**src/rtl/vga_pattern_gen.sv**
```systemverilog
// Multi-mode VGA test-pattern source: bars, gray ramp, checkerboard and a bouncing box.
// Optional 1-pixel white frame border when PATTERN_BORDER_EN is defined.
module vga_pattern_gen #(
  parameter int unsigned COLOR_W    = 10,
  parameter int unsigned COORD_W    = 10,
  parameter int unsigned H_ACTIVE   = 640,
  parameter int unsigned V_ACTIVE   = 480,
  parameter int unsigned BAR_COUNT  = 8,
  parameter int unsigned CHECK_LOG2 = 5,
  parameter int unsigned BOX_SIZE   = 32,
  parameter int unsigned STEP       = 2
) (
  input  logic               iCLK,
  input  logic               iRST_N,
  input  logic [2:0]         iMode,
  input  logic [COORD_W-1:0] px,
  input  logic [COORD_W-1:0] py,
  output logic [COLOR_W-1:0] oRed,
  output logic [COLOR_W-1:0] oGreen,
  output logic [COLOR_W-1:0] oBlue,
  output logic [2:0]         oMode,
  output logic [15:0]        oFrameCnt
);

  localparam int unsigned AW    = COORD_W + COLOR_W + 1;
  localparam int unsigned BAR_W = H_ACTIVE / BAR_COUNT;

  localparam logic [AW-1:0] H_A     = AW'(H_ACTIVE);
  localparam logic [AW-1:0] V_A     = AW'(V_ACTIVE);
  localparam logic [AW-1:0] BAR_W_A = AW'(BAR_W);
  localparam logic [AW-1:0] BAR_MAX = AW'(BAR_COUNT - 1);
  localparam logic [AW-1:0] BOX_A   = AW'(BOX_SIZE);
  localparam logic [AW-1:0] STEP_A  = AW'(STEP);

  localparam logic [2:0] MODE_BLACK   = 3'd0;
  localparam logic [2:0] MODE_BARS    = 3'd1;
  localparam logic [2:0] MODE_GRAY    = 3'd2;
  localparam logic [2:0] MODE_CHECKER = 3'd3;
  localparam logic [2:0] MODE_BOX     = 3'd4;

  localparam logic [COLOR_W-1:0] FULL = '1;
  localparam logic [COLOR_W-1:0] HALF = {1'b1, {(COLOR_W-1){1'b0}}};

  logic               origin_q;
  logic [COORD_W-1:0] bx, by;
  logic               dx_neg, dy_neg;

  logic               at_origin_c, fs_c;
  logic [COORD_W-1:0] bx_next_c, by_next_c;
  logic               dx_neg_next_c, dy_neg_next_c;

  logic [AW-1:0]      x_a, y_a, bx_a, by_a;
  logic               active_c, checker_c, in_box_c;
  logic [AW-1:0]      bar_div_c, gray_full_c;
  logic [2:0]         bar_code_c;
  logic [COLOR_W-1:0] gray_c;
  logic [COLOR_W-1:0] red_c, green_c, blue_c;

  // Frame start: first cycle at the origin; a held origin yields one pulse.
  assign at_origin_c = (px == '0) && (py == '0);
  assign fs_c        = at_origin_c && !origin_q;

  // One axis of box motion: returns {negative_direction, new_position}.
  function automatic logic [COORD_W:0] step_axis(input logic [COORD_W-1:0] pos,
                                                 input logic               neg,
                                                 input logic [AW-1:0]      limit);
    logic [AW-1:0] p;
    logic [COORD_W:0] res;
    p = AW'(pos);
    if (!neg) begin
      if (p + STEP_A + BOX_A >= limit) res = {1'b1, COORD_W'(limit - BOX_A)};
      else                             res = {1'b0, COORD_W'(p + STEP_A)};
    end else begin
      if (p <= STEP_A) res = {1'b0, {COORD_W{1'b0}}};
      else             res = {1'b1, COORD_W'(p - STEP_A)};
    end
    return res;
  endfunction

  assign {dx_neg_next_c, bx_next_c} = step_axis(bx, dx_neg, H_A);
  assign {dy_neg_next_c, by_next_c} = step_axis(by, dy_neg, V_A);

  // Coordinate math carried in AW bits so shifts and sums cannot overflow.
  assign x_a      = AW'(px);
  assign y_a      = AW'(py);
  assign bx_a     = AW'(bx);
  assign by_a     = AW'(by);
  assign active_c = (x_a < H_A) && (y_a < V_A);

  assign bar_div_c   = x_a / BAR_W_A;
  assign bar_code_c  = 3'(3'd7 - ((bar_div_c > BAR_MAX) ? 3'(BAR_MAX) : 3'(bar_div_c)));
  assign gray_full_c = (x_a << COLOR_W) / H_A;
  assign gray_c      = COLOR_W'(gray_full_c);
  assign checker_c   = px[CHECK_LOG2] ^ py[CHECK_LOG2];
  assign in_box_c    = (x_a >= bx_a) && (x_a < bx_a + BOX_A) &&
                       (y_a >= by_a) && (y_a < by_a + BOX_A);

  // Pixel colour from the mode in effect and the pre-update box position.
  always_comb begin
    red_c   = '0;
    green_c = '0;
    blue_c  = '0;
    if (active_c) begin
      case (oMode)
        MODE_BARS: begin
          red_c   = bar_code_c[2] ? FULL : '0;
          green_c = bar_code_c[1] ? FULL : '0;
          blue_c  = bar_code_c[0] ? FULL : '0;
        end
        MODE_GRAY: begin
          red_c   = gray_c;
          green_c = gray_c;
          blue_c  = gray_c;
        end
        MODE_CHECKER: begin
          red_c   = checker_c ? FULL : '0;
          green_c = checker_c ? FULL : '0;
          blue_c  = checker_c ? FULL : '0;
        end
        MODE_BOX: begin
          red_c   = in_box_c ? FULL : '0;
          green_c = in_box_c ? FULL : '0;
          blue_c  = in_box_c ? FULL : HALF;
        end
        default: begin
          red_c   = '0;
          green_c = '0;
          blue_c  = '0;
        end
      endcase
`ifdef PATTERN_BORDER_EN
      if ((oMode != MODE_BLACK) &&
          ((x_a == '0) || (x_a == H_A - AW'(1)) || (y_a == '0) || (y_a == V_A - AW'(1)))) begin
        red_c   = FULL;
        green_c = FULL;
        blue_c  = FULL;
      end
`endif
    end
  end

  always_ff @(posedge iCLK) begin
    if (!iRST_N) begin
      oRed      <= '0;
      oGreen    <= '0;
      oBlue     <= '0;
      oMode     <= '0;
      oFrameCnt <= '0;
      origin_q  <= 1'b0;
      bx        <= '0;
      by        <= '0;
      dx_neg    <= 1'b0;
      dy_neg    <= 1'b0;
    end else begin
      oRed     <= red_c;
      oGreen   <= green_c;
      oBlue    <= blue_c;
      origin_q <= at_origin_c;
      if (fs_c) begin
        oMode     <= iMode;
        oFrameCnt <= oFrameCnt + 16'd1;
        bx        <= bx_next_c;
        by        <= by_next_c;
        dx_neg    <= dx_neg_next_c;
        dy_neg    <= dy_neg_next_c;
      end
    end
  end

endmodule

```
**config.mk**
```make
export PLATFORM = sky130hd
export DESIGN_NAME = vga_pattern_gen
export DESIGN_NICKNAME = d
export VERILOG_FILES = /design/src/rtl/vga_pattern_gen.sv
export SDC_FILE = /design/constraint.sdc
export NUM_CORES = 1
export LEC_CHECK = 0
export BUFFER_PORTS_ARGS = -buffer_cell sky130_fd_sc_hd__buf_2
export CORE_MARGIN = 1
export CORE_UTILIZATION = 45
export CTS_CLUSTER_SIZE = 24
export DETAILED_ROUTE_END_ITERATION = 10
export PLACE_DENSITY = 0.65
export SLEW_MARGIN = 20
export SYNTH_ARGS = -nofsm -noshare
export SYNTH_HDL_FRONTEND = slang
export SYNTH_SLANG_ARGS = --single-unit
export TNS_END_PERCENT = 1
```
**constraint.sdc**
```tcl
create_clock -name iCLK -period 7.04 [get_ports iCLK]
set_clock_uncertainty 0.05 [all_clocks]
set_input_delay 1.408 -clock iCLK [delete_from_list [all_inputs] [get_ports iCLK]]
set_output_delay 1.408 -clock iCLK [all_outputs]
set_load 0.005 [all_outputs]
```
# [Yosys cells after proc, flatten, opt, wreduce, memory -nomap -nowiden]
# Cells that the tools add are included.
[word_totals] reg_bits=72 inputBits=25 output_inout_bits=49 wordCells=64
[op_classes] addsub=10 div=2 magnitude_cmp=11 eq_ne=4 mux=16 bitwise_logic=1 n_reduce_logical=10
[ops] operator="case mux 10 bit (4 select lines)" count=3
[ops] operator="two-way mux 11 bit" count=6
[ops] operator="two-way mux 10 bit" count=5
[ops] operator="adder 21 x 6 -> 21 bit, second input constant" count=2
[ops] operator="adder 10 x 2 -> 11 bit, second input constant" count=2
[ops] operator="adder 10 x 6 -> 11 bit, second input constant" count=2
[ops] operator="less-than comparator 10 x 11 -> 1 bit" count=2
[ops] operator="divider 10 x 7 -> 21 bit, second input constant" count=1
[ops] operator="divider 20 x 10 -> 21 bit, second input constant" count=1
[ops] operator=">= comparator 21 x 10 -> 1 bit, second input constant" count=1
[ops] operator=">= comparator 21 x 9 -> 1 bit, second input constant" count=1
[ops] operator="greater-than comparator 21 x 3 -> 1 bit, second input constant" count=1
[ops] operator=">= comparator 10 bit" count=2
[ops] operator="<= comparator 10 x 2 -> 1 bit, second input constant" count=2
[ops] operator="logical NOT 10 bit" count=2
[ops] operator="subtractor 10 x 2 -> 10 bit, second input constant" count=2
[ops] operator="adder 16 x 1 -> 16 bit, second input constant" count=1
[ops] operator="less-than comparator 10 bit, second input constant" count=1
[ops] operator="less-than comparator 10 x 9 -> 1 bit, second input constant" count=1
[ops] operator="two-way mux 9 bit" count=1
[ops] operator="== test 3 x 2 -> 1 bit, second input constant" count=2
[ops] operator="logical AND 1 bit" count=6
[ops] operator="== test 3 x 1 -> 1 bit, second input constant" count=1
[ops] operator="== test 3 bit, second input constant" count=1
[ops] operator="other kinds (5)" count=5

# [Depth between registers and ports, before layout]
# Gate-level depths: netlist (run 1).
[logic_depth] word_depth=7 mapped_depth=24 ltp_nobuf=20

# [Worst setup path before layout (run 1)]
# OpenSTA, ideal clock, no wires.
[synth_timing] path_kind="input to register" startpoint="input px[6]" endpoint="register oBlue[0]" setup_time_ns=0.137 arrival_ns=5.501 required_time_ns=6.853 slack_ns=1.352 stages=21 path_buffers=2 path_cell_list="buf_4 -> or2b_4 -> xnor2_2 -> a221oi_4 -> nor3_1 -> a311o_1 -> a211o_1 -> mux2i_1 -> or2_1 -> buf_4 -> ha_1 -> nor3_1 -> a211oi_4 -> and2_4 -> inv_1 -> ha_1 -> nand2b_1 -> a21oi_1 -> a21oi_2 -> mux2i_1 -> a31oi_1"
[synth_via] elab_chain_cells=6 elab_cells_between_ends=16 cone_classes="1 x add/sub; 2 x div; 4 x order compare; 4 x mux; 5 x reduce/logical"
[synth_lines] element="start: declaration" line="16" source="input logic [COORD_W-1:0] px,"
[synth_lines] element="branches (longest 6 deep; another with divider 20 x 10 -> 21 bit)"
[synth_lines] element="end signal: assignment" line="157" source="oBlue <= blue_c;"
[synth_lines] element="end: declaration" line="20" source="output logic [COLOR_W-1:0] oBlue,"
# Several ways; the timed one is not identified.
# A chain may end at the register's enable or synchronous reset.

# [Final worst setup path (run 1)]
[layout_timing] startpoint="input px[9]" endpoint="register oBlue[0]"
# The elaborated chain is that of the path after synthesis.

==> results of run 1 <==
[area by class of cell]
class                           count  area, µm²
Fill cell                        1279       6490
Multi-Input combinational cell    626       4360
Sequential cell                    70       1400
Timing Repair Buffer               78        403
Clock buffer                        9        225
Tap cell                          176        220
Inverter                           49        184
Clock inverter                      7       62.6
[how the worst max path moves through the flow]
stage	endpoint	slack, ns	cells past startpoint
final	oBlue[0]	0.77	21
after global routing	oBlue[0]	0.37	21
after CTS	oBlue[0]	0.85	21
after detailed placement	oBlue[0]	0.50	21
after global placement	oBlue[0]	0.72	21
after floorplan	oBlue[0]	1.35	21
[per-layer routing]
metal,global-route usage,share of wire,vias to the layer above,routed length [µm]
met2,0.420,0.49,236,8480
met1,0.303,0.43,2954,7430
met5,0,0,-,0
met3,0.0380,0.057,35,989
li1,-,-,3001,-
met4,0.0758,0.021,0,368
[worst max-delay path, stage by stage]
cell and delay, ns:
sky130_fd_sc_hd__buf_2 0.18, sky130_fd_sc_hd__nor2b_1 0.73, sky130_fd_sc_hd__o221ai_1 0.30, sky130_fd_sc_hd__o22ai_2 0.35
sky130_fd_sc_hd__nor3_1 0.12, sky130_fd_sc_hd__a311o_1 0.35, sky130_fd_sc_hd__a211o_1 0.28, sky130_fd_sc_hd__mux2i_1 0.17
sky130_fd_sc_hd__or2_1 0.35, sky130_fd_sc_hd__ha_1 0.27, sky130_fd_sc_hd__inv_1 0.11, sky130_fd_sc_hd__o21ai_1 0.14
sky130_fd_sc_hd__a211oi_4 0.33, sky130_fd_sc_hd__and2_4 0.21, sky130_fd_sc_hd__inv_1 0.05, sky130_fd_sc_hd__ha_1 0.28
sky130_fd_sc_hd__nand2b_1 0.08, sky130_fd_sc_hd__a21oi_1 0.06, sky130_fd_sc_hd__a21oi_2 0.18, sky130_fd_sc_hd__mux2i_1 0.31
sky130_fd_sc_hd__a31oi_1 0.12
[registers in the layout, summed over array words and instances, names as in the netlist]
register,flops
origin_q,1
oGreen,10
oBlue,10
bx,9
dx_neg,1
by,9
dy_neg,1
oMode,3
oFrameCnt,16
oRed,10
[cells in the mapped netlist, drive strengths merged, types with 11 or more instances]
cell type	number	area, µm²
a31oi	13	96.3
buf	24	158
a21oi	66	338
nand3	29	145
o21ai	48	244
xnor2	36	330
xor2	13	114
nand4	13	81.3
nand2	56	210
nor4	11	75.1
nor2	68	255
dfxtp	70	1400
nor3	24	125
clkbuf	34	128
o21a	19	143
inv	45	169
and3	11	68.8
ha	46	576
[report_power, final]
part	internal (µW)	leakage, µW	switching [µW]
Sequential	396	0.000563	0.000288
Combinational	109	0.00201	169
Clock	246	0.000133	192
[kinds of logic after synthesis]
group,after synthesis,synth area share
compound gates,247,0.285
simple gates,271,0.227
buf+inv,107,0.0754
xor+xnor,49,0.0714
mux,12,0.0219
flops,70,0.225
fa+ha+maj,47,0.0941
[metrics by stage]
step / total power (µW) / std cells
4_1_cts: 1120 / 1015
6_report: 1110 / 1015
5_1_grt: 1170 / 1015
3_3_place_gp: 668 / 999
3_5_place_dp: 679 / 999
2_1_floorplan: 625 / 803
==> metrics, run 1 <==
H-tree levels=3; half-perimeter wire length of the detailed placement result=roughly 13000 µm; worst slack on hold paths=around 0.46 ns; Port-buffer cells=73; initial cell density of the core=0.466; average cell area after synthesis=7.75 µm²; number of storage elements in the synthesis netlist=70; fraction of the cycle the final worst path needs=0.890; Post-Syn Nets=874; quantity of gates resized following cts=0; Pre-antenna DRT Iters=5; total of endpoints with negative setup slack in the final report=0; max-capacitance violation count=0; setup_tns=0 ns; total routed wirelength=about 17000 µm; pre-CTS setup slack=~0.5 ns; min setup slack post-route=a little under 0.8 ns; CP Launch Point=px[9]; commonest non-fill, non-tap cell in the layout=sky130_fd_sc_hd__buf_2; per-cell via count in the routed design=6.13; startpoint of the worst hold path=oFrameCnt[12]; placeable core region=roughly 13000 µm²; internal reg-to-reg setup slack=approximately 3.3 ns; CTS buffer count=9; Seq/Total Area, Yosys=0.225; Cell Pwr Density=approximately 160 nW/µm²; number of nets in the final layout=about 900; Post-Syn Area=~6200 µm²; routability congestion estimate=0.917; total grt overflow=0; Worst Hold Endpoint=oFrameCnt[12]; clock-pin slew of the registers on the worst-case setup and hold paths=about 0.060 ns; cell depth of the worst hold path=2; unrepaired setup endpoints after global routing=no; number of buffers between clock root and the deepest sink=2; boundary pin count=74; vias in the first global route=5663; fraction of final layout cells with drive strength greater than 1=0.157; Critical Path Sink Type=register; area post-placement=roughly 6600 µm²; Slew @ Worst Pin=0.957 ns; FF-to-FF End=by[4]; count of endpoints failing hold in the final timing report=0; Synth Instances=between 800 and 900; ys flop type=sky130_fd_sc_hd__dfxtp_1; Post-synth EDFFs=0; root buffer cell=sky130_fd_sc_hd__clkbuf_16; maximum frequency from static timing analysis=between 150 and 200 MHz; post-CTS setup-driven buffer insertion count=0; Chip Width=roughly 120 µm; maximum number of pins on one net before global-route repair=38; worst relative slew slack=0.362; leakage=around 0.0027 µW; run status=complete, no violations; floorplan row count=42; Worst EP arrival=approximately 6.4 ns; VDD IR max=0.000147 V; post-layout util=0.514; number of warnings issued by yosys=0; number of hold buffers added after CTS=0; overall die area=~14000 µm²; commonest cells after routing, fill and taps aside=sky130_fd_sc_hd__buf_2, sky130_fd_sc_hd__dfxtp_1, sky130_fd_sc_hd__nor2_1; CTS tree=yes; post-route cell area=between 6000 and 7000 µm²; 1st-iter DRT viols=approximately 470; library cells used by synthesis=95; count of cells along the worst register-to-register path=15; clock network latency to the later pin of the worst-skew pair=~0.34 ns; Req. time, crit path=roughly 7 ns; beginning of the worst register-to-register path=by[1]; average wire length per cell after detail routing=between 15 and 20 µm; overall routing resource usage=0.241; vertical extent of the die=about 120 µm; fin. max-slew vios=0; initial antenna violation count=0; path category of the worst min-delay check=register to register; Vias=between 6000 and 7000; area added between synthesis and finish=10.1%; remaining design rule violation count=0; share of async-settable or async-resettable flops after synthesis=0; kind of start point of the critical path=input port; shortest clock period the worst path allows after layout=about 6.3 ns; Routed Antenna Nets=0; wire length of the first global-routing pass=between 20000 and 30000 µm; number of clock sinks seen by CTS=70; crit path max fanout=14; Worst Path Class, Setup=input port to register; antenna cell count=0
(Power assumes the default switching activity.)
==> run 2, diff against run 1 <==
--- a/config.mk
+++ b/config.mk
@@ -5,12 +5,14 @@
 export SDC_FILE = /design/constraint.sdc
 export NUM_CORES = 1
 export LEC_CHECK = 0
-export BUFFER_PORTS_ARGS = -buffer_cell sky130_fd_sc_hd__buf_2
 export CORE_MARGIN = 1
 export CORE_UTILIZATION = 45
 export CTS_CLUSTER_SIZE = 24
 export DETAILED_ROUTE_END_ITERATION = 10
-export PLACE_DENSITY = 0.65
+export DONT_BUFFER_PORTS = 1
+export GPL_TIMING_DRIVEN = 0
+export MAX_ROUTING_LAYER = met4
+export PLACE_DENSITY = 0.61
 export SLEW_MARGIN = 20
 export SYNTH_ARGS = -nofsm -noshare
 export SYNTH_HDL_FRONTEND = slang
==> run 2 against run 1 <==
Hold slack gained 0.022 ns. Power grew 9.0%. Sequential share of layout area grew 0.15 points. Register-to-register slack lost 0.11 ns. Wire length grew 6.9%. Combinational power is essentially flat. Clock-buffer cell count is the same. Sequential power is essentially flat. Flip-flop and latch count is the same. Critical path depth grew 1.
==> metrics, run 2 (synthesis gave the netlist of run 1 again) <==
average wire length per cell after detail routing=18.5 µm (was 17.0 µm); clock network latency to the later pin of the worst-skew pair=0.33 ns (was 0.34 ns); final non-filler cell total=996 (was 1015); Worst Hold Endpoint=oFrameCnt[1] (was oFrameCnt[12]); Vias=6164 (was 6226); overall routing resource usage=0.269 (was 0.241); commonest cells after routing, fill and taps aside=sky130_fd_sc_hd__dfxtp_1, sky130_fd_sc_hd__nor2_1, sky130_fd_sc_hd__a21oi_1 (was sky130_fd_sc_hd__buf_2, sky130_fd_sc_hd__dfxtp_1, sky130_fd_sc_hd__nor2_1); max reg flops=16 (unchanged); total routed wirelength=18500 µm (was 17300 µm); count of endpoints failing hold in the final timing report=0 (unchanged); post-layout total power=1210 µW (was 1110 µW); number of nets in the final layout=885 (was 905); cell with the biggest individual delay on the critical path=sky130_fd_sc_hd__a221oi_4 (was sky130_fd_sc_hd__nor2b_1); CTS buffer count=9 (unchanged); Port-buffer cells=0 (was 73); Biggest register=oFrameCnt (unchanged); initial cell density of the core=0.466 (unchanged); area added between synthesis and finish=9.33% (was 10.1%); total of endpoints with negative setup slack in the final report=0 (unchanged); Req. time, crit path=7.19 ns (about the same); per-cell via count in the routed design=6.19 (was 6.13); total grt overflow=0 (unchanged); Worst EP arrival=6.22 ns (was 6.42 ns); boundary pin count=74 (unchanged); CTS tree=yes (unchanged); count of cells along the worst register-to-register path=17 (was 15); FF-to-FF End=by[2] (was by[4]); H-tree levels=3 (unchanged); fraction of the cycle the final worst path needs=0.862 (was 0.890); commonest non-fill, non-tap cell in the layout=sky130_fd_sc_hd__dfxtp_1 (was sky130_fd_sc_hd__buf_2); post-CTS setup-driven buffer insertion count=0 (unchanged); internal reg-to-reg setup slack=3.15 ns (was 3.26 ns); vias in the first global route=5856 (was 5663); total placed cells including tap cells=979 (was 999); max-capacitance violation count=0 (unchanged); overall die area=14300 µm² (unchanged); VDD IR max=0.000128 V (was 0.000147 V); routability congestion estimate=0.933 (was 0.917); maximum frequency from static timing analysis=165 MHz (was 160 MHz); floorplan row count=42 (unchanged); path category of the worst min-delay check=register to register (unchanged); unrepaired setup endpoints after global routing=no (unchanged); number of buffers between clock root and the deepest sink=2 (unchanged); vertical extent of the die=120 µm (unchanged); leakage=0.00250 µW (was 0.00271 µW); fin. max-slew vios=0 (unchanged); Routed Antenna Nets=0 (unchanged); Critical path buffers and inverters=4 (was 3); fraction of final layout cells with drive strength greater than 1=0.0916 (was 0.157); root buffer cell=sky130_fd_sc_hd__clkbuf_16 (unchanged); placeable core region=13300 µm² (unchanged); clock-pin slew of the registers on the worst-case setup and hold paths=0.06 ns (about the same); crit path max fanout=10 (was 14); Critical Path Sink Type=register (unchanged); pre-CTS setup slack=0.711 ns (was 0.499 ns); number of clock sinks seen by CTS=70 (unchanged); setup_tns=0 ns (unchanged); Pre-antenna DRT Iters=5 (unchanged); kind of cell with the highest combined delay on the critical path=compound AO/OA/AOI/OAI gates (unchanged); initial antenna violation count=1 (was 0); startpoint of the worst hold path=oFrameCnt[1] (was oFrameCnt[12]); beginning of the worst register-to-register path=by[1] (unchanged); cell depth of the worst hold path=2 (unchanged); kind of start point of the critical path=input port (unchanged); cells along the critical path=buf_4, or2b_4, xnor2_2, a221oi_4, nor3_1, a311o_1, a211o_1, mux2i_1, or2_1, buf_4, ha_1, inv_1, o21ai_1, a211oi_4, and2_4, inv_1, ha_1, nand2b_1, a21oi_1, a21oi_2, mux2i_1, a21oi_1 (was buf_2, nor2b_1, o221ai_1, o22ai_2, nor3_1, a311o_1, a211o_1, mux2i_1, or2_1, ha_1, inv_1, o21ai_1, a211oi_4, and2_4, inv_1, ha_1, nand2b_1, a21oi_1, a21oi_2, mux2i_1, a31oi_1); crit-path max cell delay=0.57 ns (was 0.73 ns); maximum number of pins on one net before global-route repair=15 (was 38); 1st-iter DRT viols=575 (was 472); Slew @ Worst Pin=0.703 ns (was 0.957 ns); wire length of the first global-routing pass=30000 µm (was 27900 µm); quantity of gates resized following cts=0 (unchanged); run status=complete, no violations (unchanged); shortest clock period the worst path allows after layout=6.07 ns (was 6.27 ns); Worst Path Class, Setup=input port to register (unchanged); remaining design rule violation count=0 (unchanged); Chip Width=120 µm (unchanged); Cell Pwr Density=178 nW/µm² (was 162 nW/µm²); min setup slack post-route=0.973 ns (was 0.772 ns); number of hold buffers added after CTS=0 (unchanged); half-perimeter wire length of the detailed placement result=14000 µm (was 12700 µm); worst relative slew slack=0.529 (was 0.362)
run 2: cell types whose count changed in the layout (fill, tap and decap cells not counted), moves of 3 or more:
cell,delta
sky130_fd_sc_hd__clkinvlp_4,-3
sky130_fd_sc_hd__bufinv_16,+3
sky130_fd_sc_hd__buf_6,+5
sky130_fd_sc_hd__buf_2,-61
sky130_fd_sc_hd__buf_1,+3
sky130_fd_sc_hd__clkbuf_1,+34
run 2: tightest hold or removal path: stages (launching register included):
cell,delay [ns]
sky130_fd_sc_hd__dfxtp_1,0.35
sky130_fd_sc_hd__nand2_1,0.08
sky130_fd_sc_hd__a21oi_1,0.06
run 2: metrics by stage:
stage          hold WS, ns  utilization  instance area (µm²)
2_1_floorplan        0.432            -                 6220
3_3_place_gp         0.465        0.483                 6440
3_5_place_dp         0.474        0.483                 6450
4_1_cts              0.482        0.510                 6800
5_1_grt              0.528        0.510                 6810
6_report             0.482        0.510                 6810
run 2: worst max-delay path by stage:
stage | depth (start not counted) | endpoint | slack, ns | startpoint
global route | 22 | oRed[0] | 0.66 | px[6]
floorplan | 21 | oBlue[0] | 1.35 | px[6]
global placement | 22 | oGreen[0] | 0.79 | px[6]
CTS | 22 | oRed[0] | 1.08 | px[6]
detailed placement | 22 | oRed[0] | 0.71 | px[6]
finish | 22 | oRed[0] | 0.97 | px[6]
run 2: report_power, final:
part	total (µW)	switching [µW]	internal, µW
registers	396	0.000262	396
clock network	536	185	352
logic	281	168	113
run 2: layout make-up:
type                            count  area [µm²]
Buffer                             58         285
Clock inverter                      7         128
Fill cell                        1347        6540
Inverter                           49         184
Sequential cell                    70        1400
Tap cell                          176         220
Multi-Input combinational cell    626        4360
Antenna cell                        1        2.50
Clock buffer                        9         225
run 2: metal layers:
metal,share of wire,track usage,up-vias,wire length [µm]
met5,0,-,-,0
met4,0.019,0.0930,0,346
met3,0.050,0.0452,27,920
met2,0.51,0.461,217,9400
met1,0.42,0.318,2950,7800
li1,-,-,2970,-
